## config.mk

```make
export PLATFORM = sky130hd
export DESIGN_NAME = dmem_arbiter
export DESIGN_NICKNAME = d
export VERILOG_FILES = /design/src/rtl/dmem_arbiter.sv
export SDC_FILE = /design/constraint.sdc
export NUM_CORES = 1
export LEC_CHECK = 0
export CORE_MARGIN = 10
export CORE_UTILIZATION = 28
export DETAILED_ROUTE_END_ITERATION = 8
export PLACE_DENSITY = 0.84
export RECOVER_POWER = 100
export SETUP_SLACK_MARGIN = 0.3
export SLEW_MARGIN = 25
export SYNTH_ARGS = -nofsm -noshare
export SYNTH_HDL_FRONTEND = slang
export SYNTH_SLANG_ARGS = --single-unit
```

## constraint.sdc

```tcl
create_clock -name clk -period 2.95 [get_ports clk]
set_input_delay 0.59 -clock clk [delete_from_list [all_inputs] [get_ports clk]]
set_output_delay 0.59 -clock clk [all_outputs]
set_load 0.01 [all_outputs]
```

## src/rtl/dmem_arbiter.sv

```systemverilog
// dmem_arbiter: shares the single data-memory port between the CPU datapath
// and one external master (DMA or coprocessor).
//
// The CPU owns the port by default. A requesting master is granted only after
// the CPU has been frozen through the hold/holdACK handshake. Each tenure is
// capped at MAX_BURST beats, and a FAIR_GAP idle window follows every tenure
// so the CPU always gets the port back for a while.
//
// Handshake semantics (master side): while dma_gnt=1, every cycle with
// dma_req=1 is exactly one beat. A write commits at the rising edge, and a read
// returns combinationally on dma_rdata in the same cycle. dma_last=1 on a beat
// ends the tenure after that beat. Dropping dma_req ends the tenure with no
// beat. The CPU side is frozen whenever hold=1, and it must answer with holdACK.
//
// Optional feature: define ARB_ACK_TIMEOUT_EN to give up on a CPU that does not
// answer hold within ACK_TIMEOUT cycles. The arbiter then pulses ack_err for
// one cycle and retries after the fairness gap. When the macro is not defined,
// HOLD_REQ waits indefinitely and ack_err is tied low.
module dmem_arbiter #(
  parameter int WIDE        = 32,
  parameter int MAX_BURST   = 16,
  parameter int FAIR_GAP    = 4,
  parameter int ACK_TIMEOUT = 64
) (
  input  logic            clk,
  input  logic            rst,
  input  logic            cpu_we,
  input  logic [31:0]     cpu_addr,
  input  logic [WIDE-1:0] cpu_wd,
  output logic [WIDE-1:0] cpu_rdata,
  output logic            hold,
  input  logic            holdACK,
  input  logic            dma_req,
  input  logic            dma_we,
  input  logic [31:0]     dma_addr,
  input  logic [WIDE-1:0] dma_wd,
  input  logic            dma_last,
  output logic            dma_gnt,
  output logic [WIDE-1:0] dma_rdata,
  output logic            mem_we,
  output logic [31:0]     mem_addr,
  output logic [WIDE-1:0] mem_d,
  input  logic [WIDE-1:0] mem_q,
  output logic            busy,
  output logic            ack_err
);

  typedef enum logic [1:0] {
    IDLE     = 2'd0,
    HOLD_REQ = 2'd1,
    GRANT    = 2'd2,
    RELEASE  = 2'd3
  } state_t;

  // Elaboration-time range checks. The counters below are 8 bits wide.
  if (MAX_BURST < 1 || MAX_BURST > 255) begin : g_bad_max_burst
    $error("dmem_arbiter: MAX_BURST must be in 1..255");
  end
  if (FAIR_GAP < 0 || FAIR_GAP > 255) begin : g_bad_fair_gap
    $error("dmem_arbiter: FAIR_GAP must be in 0..255");
  end
  if (ACK_TIMEOUT < 1 || ACK_TIMEOUT > 256) begin : g_bad_ack_timeout
    $error("dmem_arbiter: ACK_TIMEOUT must be in 1..256");
  end

  state_t     state;
  logic [7:0] beat_cnt;
  logic [7:0] gap_cnt;
  logic       last_beat;

`ifdef ARB_ACK_TIMEOUT_EN
  logic [7:0] ack_cnt;
`else
  assign ack_err = 1'b0;
`endif

  // A beat closes the tenure if the master marks it last or it reaches the cap.
  assign last_beat = dma_last || ((beat_cnt + 8'd1) == 8'(MAX_BURST));

  // Arbitration FSM with registered hold/dma_gnt/ack_err outputs.
  always_ff @(posedge clk or posedge rst) begin
    if (rst) begin
      state    <= IDLE;
      hold     <= 1'b0;
      dma_gnt  <= 1'b0;
      beat_cnt <= 8'd0;
      gap_cnt  <= 8'd0;
`ifdef ARB_ACK_TIMEOUT_EN
      ack_cnt  <= 8'd0;
      ack_err  <= 1'b0;
`endif
    end else begin
`ifdef ARB_ACK_TIMEOUT_EN
      ack_err <= 1'b0;
`endif
      case (state)
        IDLE: begin
          // The fairness window must drain fully before a new request is taken.
          if (gap_cnt != 8'd0) begin
            gap_cnt <= gap_cnt - 8'd1;
          end else if (dma_req) begin
            state <= HOLD_REQ;
            hold  <= 1'b1;
`ifdef ARB_ACK_TIMEOUT_EN
            ack_cnt <= 8'd0;
`endif
          end
        end
        HOLD_REQ: begin
          if (!dma_req) begin
            // The master withdrew before the grant, so the tenure has no beats.
            state <= RELEASE;
            hold  <= 1'b0;
          end else if (holdACK) begin
            state    <= GRANT;
            dma_gnt  <= 1'b1;
            beat_cnt <= 8'd0;
          end
`ifdef ARB_ACK_TIMEOUT_EN
          else if (ack_cnt == 8'(ACK_TIMEOUT - 1)) begin
            state   <= RELEASE;
            hold    <= 1'b0;
            ack_err <= 1'b1;
          end else begin
            ack_cnt <= ack_cnt + 8'd1;
          end
`endif
        end
        GRANT: begin
          // A holdACK drop is ignored here. The CPU contract forbids it.
          if (dma_req) begin
            beat_cnt <= beat_cnt + 8'd1;
            if (last_beat) begin
              state   <= RELEASE;
              hold    <= 1'b0;
              dma_gnt <= 1'b0;
            end
          end else begin
            state   <= RELEASE;
            hold    <= 1'b0;
            dma_gnt <= 1'b0;
          end
        end
        RELEASE: begin
          gap_cnt <= 8'(FAIR_GAP);
          state   <= IDLE;
        end
        default: begin
          state   <= IDLE;
          hold    <= 1'b0;
          dma_gnt <= 1'b0;
        end
      endcase
    end
  end

  // Port mux: the CPU store path is cut off whenever the master owns the port.
  assign mem_we    = dma_gnt ? dma_we   : cpu_we;
  assign mem_addr  = dma_gnt ? dma_addr : cpu_addr;
  assign mem_d     = dma_gnt ? dma_wd   : cpu_wd;
  assign cpu_rdata = mem_q;
  assign dma_rdata = mem_q;
  assign busy      = (state != IDLE);

endmodule

```

Word-level counts from Yosys, hierarchy flattened
Cells that the tools add are included.

Register bits after elaboration: 20. Input bits: 167. Output and inout bits: 133. Word-level logic and storage cells: 57.

Add/sub/neg operators: 2. Equal/unequal tests: 13. Multiplexer cells: 25. Reductions and logical operators: 12.

Operators with widths (number): 32-bit 2-to-1 mux (2); 8-bit 2-to-1 mux (4); 8-bit case mux with 2 select lines (2); 2-bit != test, second input constant (7); 2-bit 2-to-1 mux (6); 4-bit AND reduction (3); 8-bit by 1-bit adder with 8-bit output, second input constant (1); 8-bit by 5-bit equality test with 1-bit output, second input constant (1); 1-bit 2-to-1 mux (8); 2-bit case mux with 4 select lines (1); 8-bit nonzero test (1); 8-bit by 1-bit subtractor with 8-bit output, second input constant (1); 3-bit != test, second input constant (2); 2-bit nonzero test (3); 5-bit AND reduction (1); 2-bit equality test, second input constant (2); 1-bit case mux with 3 select lines (1); 3-bit nonzero test (1); 2-bit by 1-bit equality test with 1-bit output, second input constant (1); 2-bit logical NOT (1); 1-bit case mux with 2 select lines (1); 2-bit AND reduction (1); 1-bit logical OR (1).

Depth between registers and ports, before layout
Depth after elaboration: 6. Depth in mapped cells: 8. Mapped depth without buffers: 7.

Worst setup path before layout
Ideal clock, no wire load.

Path type: register to register. Start point: register beat_cnt[0]. End point: register state[1]. Setup time: 0.125 ns. Arrival time: 1.996 ns. Data required time: 2.825 ns. Path slack: 0.828 ns. Stages on the path, launching flop included: 7. Buffers on the path: 0. Clock period less this slack: 2.122 ns. Cells stage by stage: dfrtp_1 ha_1 or4b_1 nor3_2 nor4_2 nor3_2 mux2_4.

Longest elaborated chain between the ends: 5.

Ends and longest elaborated chain: start: declaration (RTL line 67) `logic [7:0] beat_cnt;`; start signal: assignment (RTL line 132) `beat_cnt <= beat_cnt + 8'd1;`; 8-bit by 1-bit adder with 8-bit output (RTL line 78) `assign last_beat = dma_last || ((beat_cnt + 8'd1) == 8'(MAX_BURST));`; 8-bit by 5-bit equality test with 1-bit output (RTL line 78); 1-bit logical OR (RTL line 78); 3-bit != test (no source line); 4-bit AND reduction (no source line); end signal: assignment (RTL line 83) `state <= IDLE;`; end signal: assignment (RTL line 102) `state <= HOLD_REQ;`; end signal: assignment (RTL line 112) `state <= RELEASE;`; end: declaration (RTL line 66) `state_t state;`.

Every way passes these cells. A chain may end at the register's enable or synchronous reset.

Worst setup path after layout
Start point: register dma_gnt. End point: output port mem_d[8].

Longest elaborated chain between the ends: 1.

Ends and longest elaborated chain: start: declaration (RTL line 38) `output logic dma_gnt,`; start signal: assignment (RTL line 85) `dma_gnt <= 1'b0;`; start signal: assignment (RTL line 116) `dma_gnt <= 1'b1;`; start signal: assignment (RTL line 136) `dma_gnt <= 1'b0;`; 32-bit 2-to-1 mux (RTL line 160) `assign mem_d = dma_gnt ? dma_wd : cpu_wd;`; end: declaration (RTL line 42) `output logic [WIDE-1:0] mem_d,`.

Every way passes these cells.

==> impl_metrics.env <==
export IMPL_grt_setup_unrepaired="false"
export IMPL_clock_latency_ns=0.26
export IMPL_finish_instance_area_um2=4215
export IMPL_layout_drive_gt1_share=0.1647
export IMPL_p_sw_frac=0.4173
export IMPL_vias=2524
export IMPL_min_period_ns=2.632
export IMPL_dieHeight_um=115.7
export IMPL_yosysUniqueCellTypes=38
export IMPL_cts_max_path_buffers=2
export IMPL_fin_crit_sh=0.8924
export IMPL_setup_ws_ns=0.3176
export IMPL_place_gp_congestion=0.8436
export IMPL_final_setup_viol_count=0
export IMPL_seq_power_share=0.175
export IMPL_ctsHtreeMaxLevel=1
export IMPL_viasPerCell=4.780
export IMPL_worst_slew_margin_rel=0.3744
export IMPL_worstSetupStartpointType="register"
export IMPL_worstSetupEndpointType="output pin"
export IMPL_die_w_um=115.7
export IMPL_powerDensity_nw_per_um2=620.1
export IMPL_synth_area_leader_cell="mux2_2"
export IMPL_p_clk_frac=0.071
export IMPL_dr_pass1_iters=4
export IMPL_grt_overflow=0
export IMPL_tns_ns=0
export IMPL_instances_no_fill=528
export IMPL_design_core_area_um2=8806
export IMPL_top_usage_layer="met2"
export IMPL_post_place_ws_ns=0.5518
export IMPL_antenna_found_initial=3
export IMPL_status="complete, no violations"
export IMPL_vdd_drop_max_uv=619.4
export IMPL_yosysTopAreaCellShare=0.2900
export IMPL_slew_viol_final=0
export IMPL_cts_root_buffer="clkbuf_8"
export IMPL_grt_use_met3=0.07959
export IMPL_synthesis_nets=464
export IMPL_synth_area_um2=2562
export IMPL_syn_inst=288
export IMPL_internal_power_mw=1.523
export IMPL_postCtsHoldBufs=0
export IMPL_place_area_um2=4203
export IMPL_gr_usage_all_layers=0.1578
export IMPL_drc=0
export IMPL_row_count=34
export IMPL_synthTopCellsByArea="mux2_2 (29%), dfrtp_1 (20%), buf_4 (19%)"
export IMPL_crit_buf_inv=2
export IMPL_fin_skew_ns=0.004826
export IMPL_crit_path_top_delay_cell="dlygate4sd3_1"
export IMPL_critPathMaxFanout=35
export IMPL_cts_buffers=3
export IMPL_power_total_mw=2.614
export IMPL_crit_arrival_ns=2.04
export IMPL_cts_tree="done"
export IMPL_pwr_share_comb=0.755
export IMPL_ios=300
export IMPL_hold_viol=0
export IMPL_ys_ff_latch=20
export IMPL_wl_per_cell_um=22.33
export IMPL_tightest_slew_ns=0.9285
export IMPL_hpwl_um=10360
export IMPL_grtUsageMet2=0.2960
export IMPL_dp_cells=523
export IMPL_cts_setup_buffers=0
export IMPL_grt_use_met1=0.1574
export IMPL_drt_iter0_drc=93
export IMPL_area_growth_pct=64.50
export IMPL_die_area_um2=13380
export IMPL_yosysSeqAreaShare=0.1953
export IMPL_cp_data_required_time_ns=2.36
export IMPL_synth_area_per_cell_um2=8.897
export IMPL_p_sw_mw=1.091
export IMPL_wirelength_um=11790
export IMPL_drv_cap=0
export IMPL_ctsResizeCount=0
export IMPL_grt_pass1_wl_um=16520
export IMPL_io_buffer_count=202
export IMPL_path_clk_slew_ns=0.08
export IMPL_grt_pass1_vias=2674
export IMPL_crit_family="buffers and inverters"
export IMPL_cts_sinks=20
export IMPL_crit_chain="buf_4 -> mux2_2 -> dlygate4sd3_1"
export IMPL_ant_nets=0
export IMPL_start_util=0.2910
export IMPL_ys_warn_count=0
export IMPL_grt_max_degree=36
export IMPL_p_leak_nw=1.614
export IMPL_fin_nets=596
export IMPL_worst_path_largest_cell_delay_ns=0.62
export IMPL_crit_type="reg2out"
export IMPL_fmax_mhz=379.9
export IMPL_hold_class="reg2reg"
[cell families after synthesis]
kind of cell,after synthesis,synth area share
buffers and inverters,85,0.2197
multiplexers,67,0.2959
AND/OR/NAND/NOR,62,0.1358
AO/OA/AOI/OAI,44,0.1079
flip-flops,20,0.1953
adder cells (fa/ha/maj),9,0.04395
other,1,0.001463
[cells in the mapped netlist, drive strengths merged]
cell type,number
nand4,3
o21ai,21
a41o,1
ha,9
nand3,4
a21oi,5
nand3b,3
or4b,1
o31ai,7
nor2b,3
a31oi,2
o211ai,1
o2bb2ai,1
nand2b,1
nand4b,1
and2,1
nor3,8
buf,68
or2,2
o41ai,4
o21a,1
o22a,1
nor3b,1
conb,1
nor2,13
inv,8
mux2,67
nor4,2
dfrtp,20
nand2,19
clkbuf,9
[power groups by stage]
stage / sequential (mW) / clock [mW] / combinational, mW
floorplan: 0.458 / 0 / 1.25
global placement: 0.463 / 0 / 2.07
detailed placement: 0.471 / 0 / 2.12
CTS: 0.465 / 0.186 / 2.13
global route: 0.474 / 0.199 / 2.14
finish: 0.457 / 0.184 / 1.97
[path summary, 6_finish.rpt]
kind / start / endpoint / slack, ns / cells after the start
max: dma_gnt / mem_d[8] / 0.32 / 3
min: gap_cnt[7] / gap_cnt[7] / 0.49 / 1
max reg2reg: beat_cnt[0] / state[1] / 0.46 / 6
min reg2reg: gap_cnt[7] / gap_cnt[7] / 0.49 / 1
max in group asynchronous: rst / dma_gnt / 1.52 / 2
min in group asynchronous: rst / beat_cnt[2] / 0.91 / 2
[layer usage]
metal / up-vias / wire, um
met5: - / 21
met4: 4 / 62
met3: 12 / 1452
met2: 137 / 6250
met1: 1159 / 4001
li1: 1212 / -
[worst reg2reg max path: stages (launching register included)]
cell,delay (ns)
dfrtp_1,0.46
ha_1,0.33
or4b_1,0.54
nor3_1,0.22
nor4_1,0.14
nor3_1,0.35
mux2_4,0.33
[stage by stage]
step	hold slack [ns]	utilization
floorplan	0.4474	-
global placement	0.4670	0.4773
detailed placement	0.4689	0.4773
CTS	0.4849	0.4824
global route	0.5209	0.4784
finish	0.4904	0.4787
[cell type report]
cell class | instances | area, um^2
repair buffers | 204 | 2037
inverters | 8 | 30.03
diodes | 1 | 2.502
well taps | 108 | 135.1
fillers | 827 | 4591
clock buffers | 4 | 45.04
multi-input cells | 183 | 1464
flip-flops and latches | 20 | 501.7
[placed cells by master, fill, tap and decap left out, types with 4 or more instances in the layout]
cell type and n:
nor2_1 13, mux2_2 60, nand2_1 19, ha_1 9, clkdlybuf4s50_1 141, dlygate4sd3_1 61, o41ai_1 4, inv_1 8
dfrtp_1 19, a21oi_1 5, o21ai_0 21, mux2_1 6, o31ai_1 7, nor3_1 8
[registers in the layout (all words and copies together), names as in the netlist]
name      flops
beat_cnt      8
gap_cnt       8
state         2
dma_gnt       1
hold          1
Power figures use the tool's default switching activity.
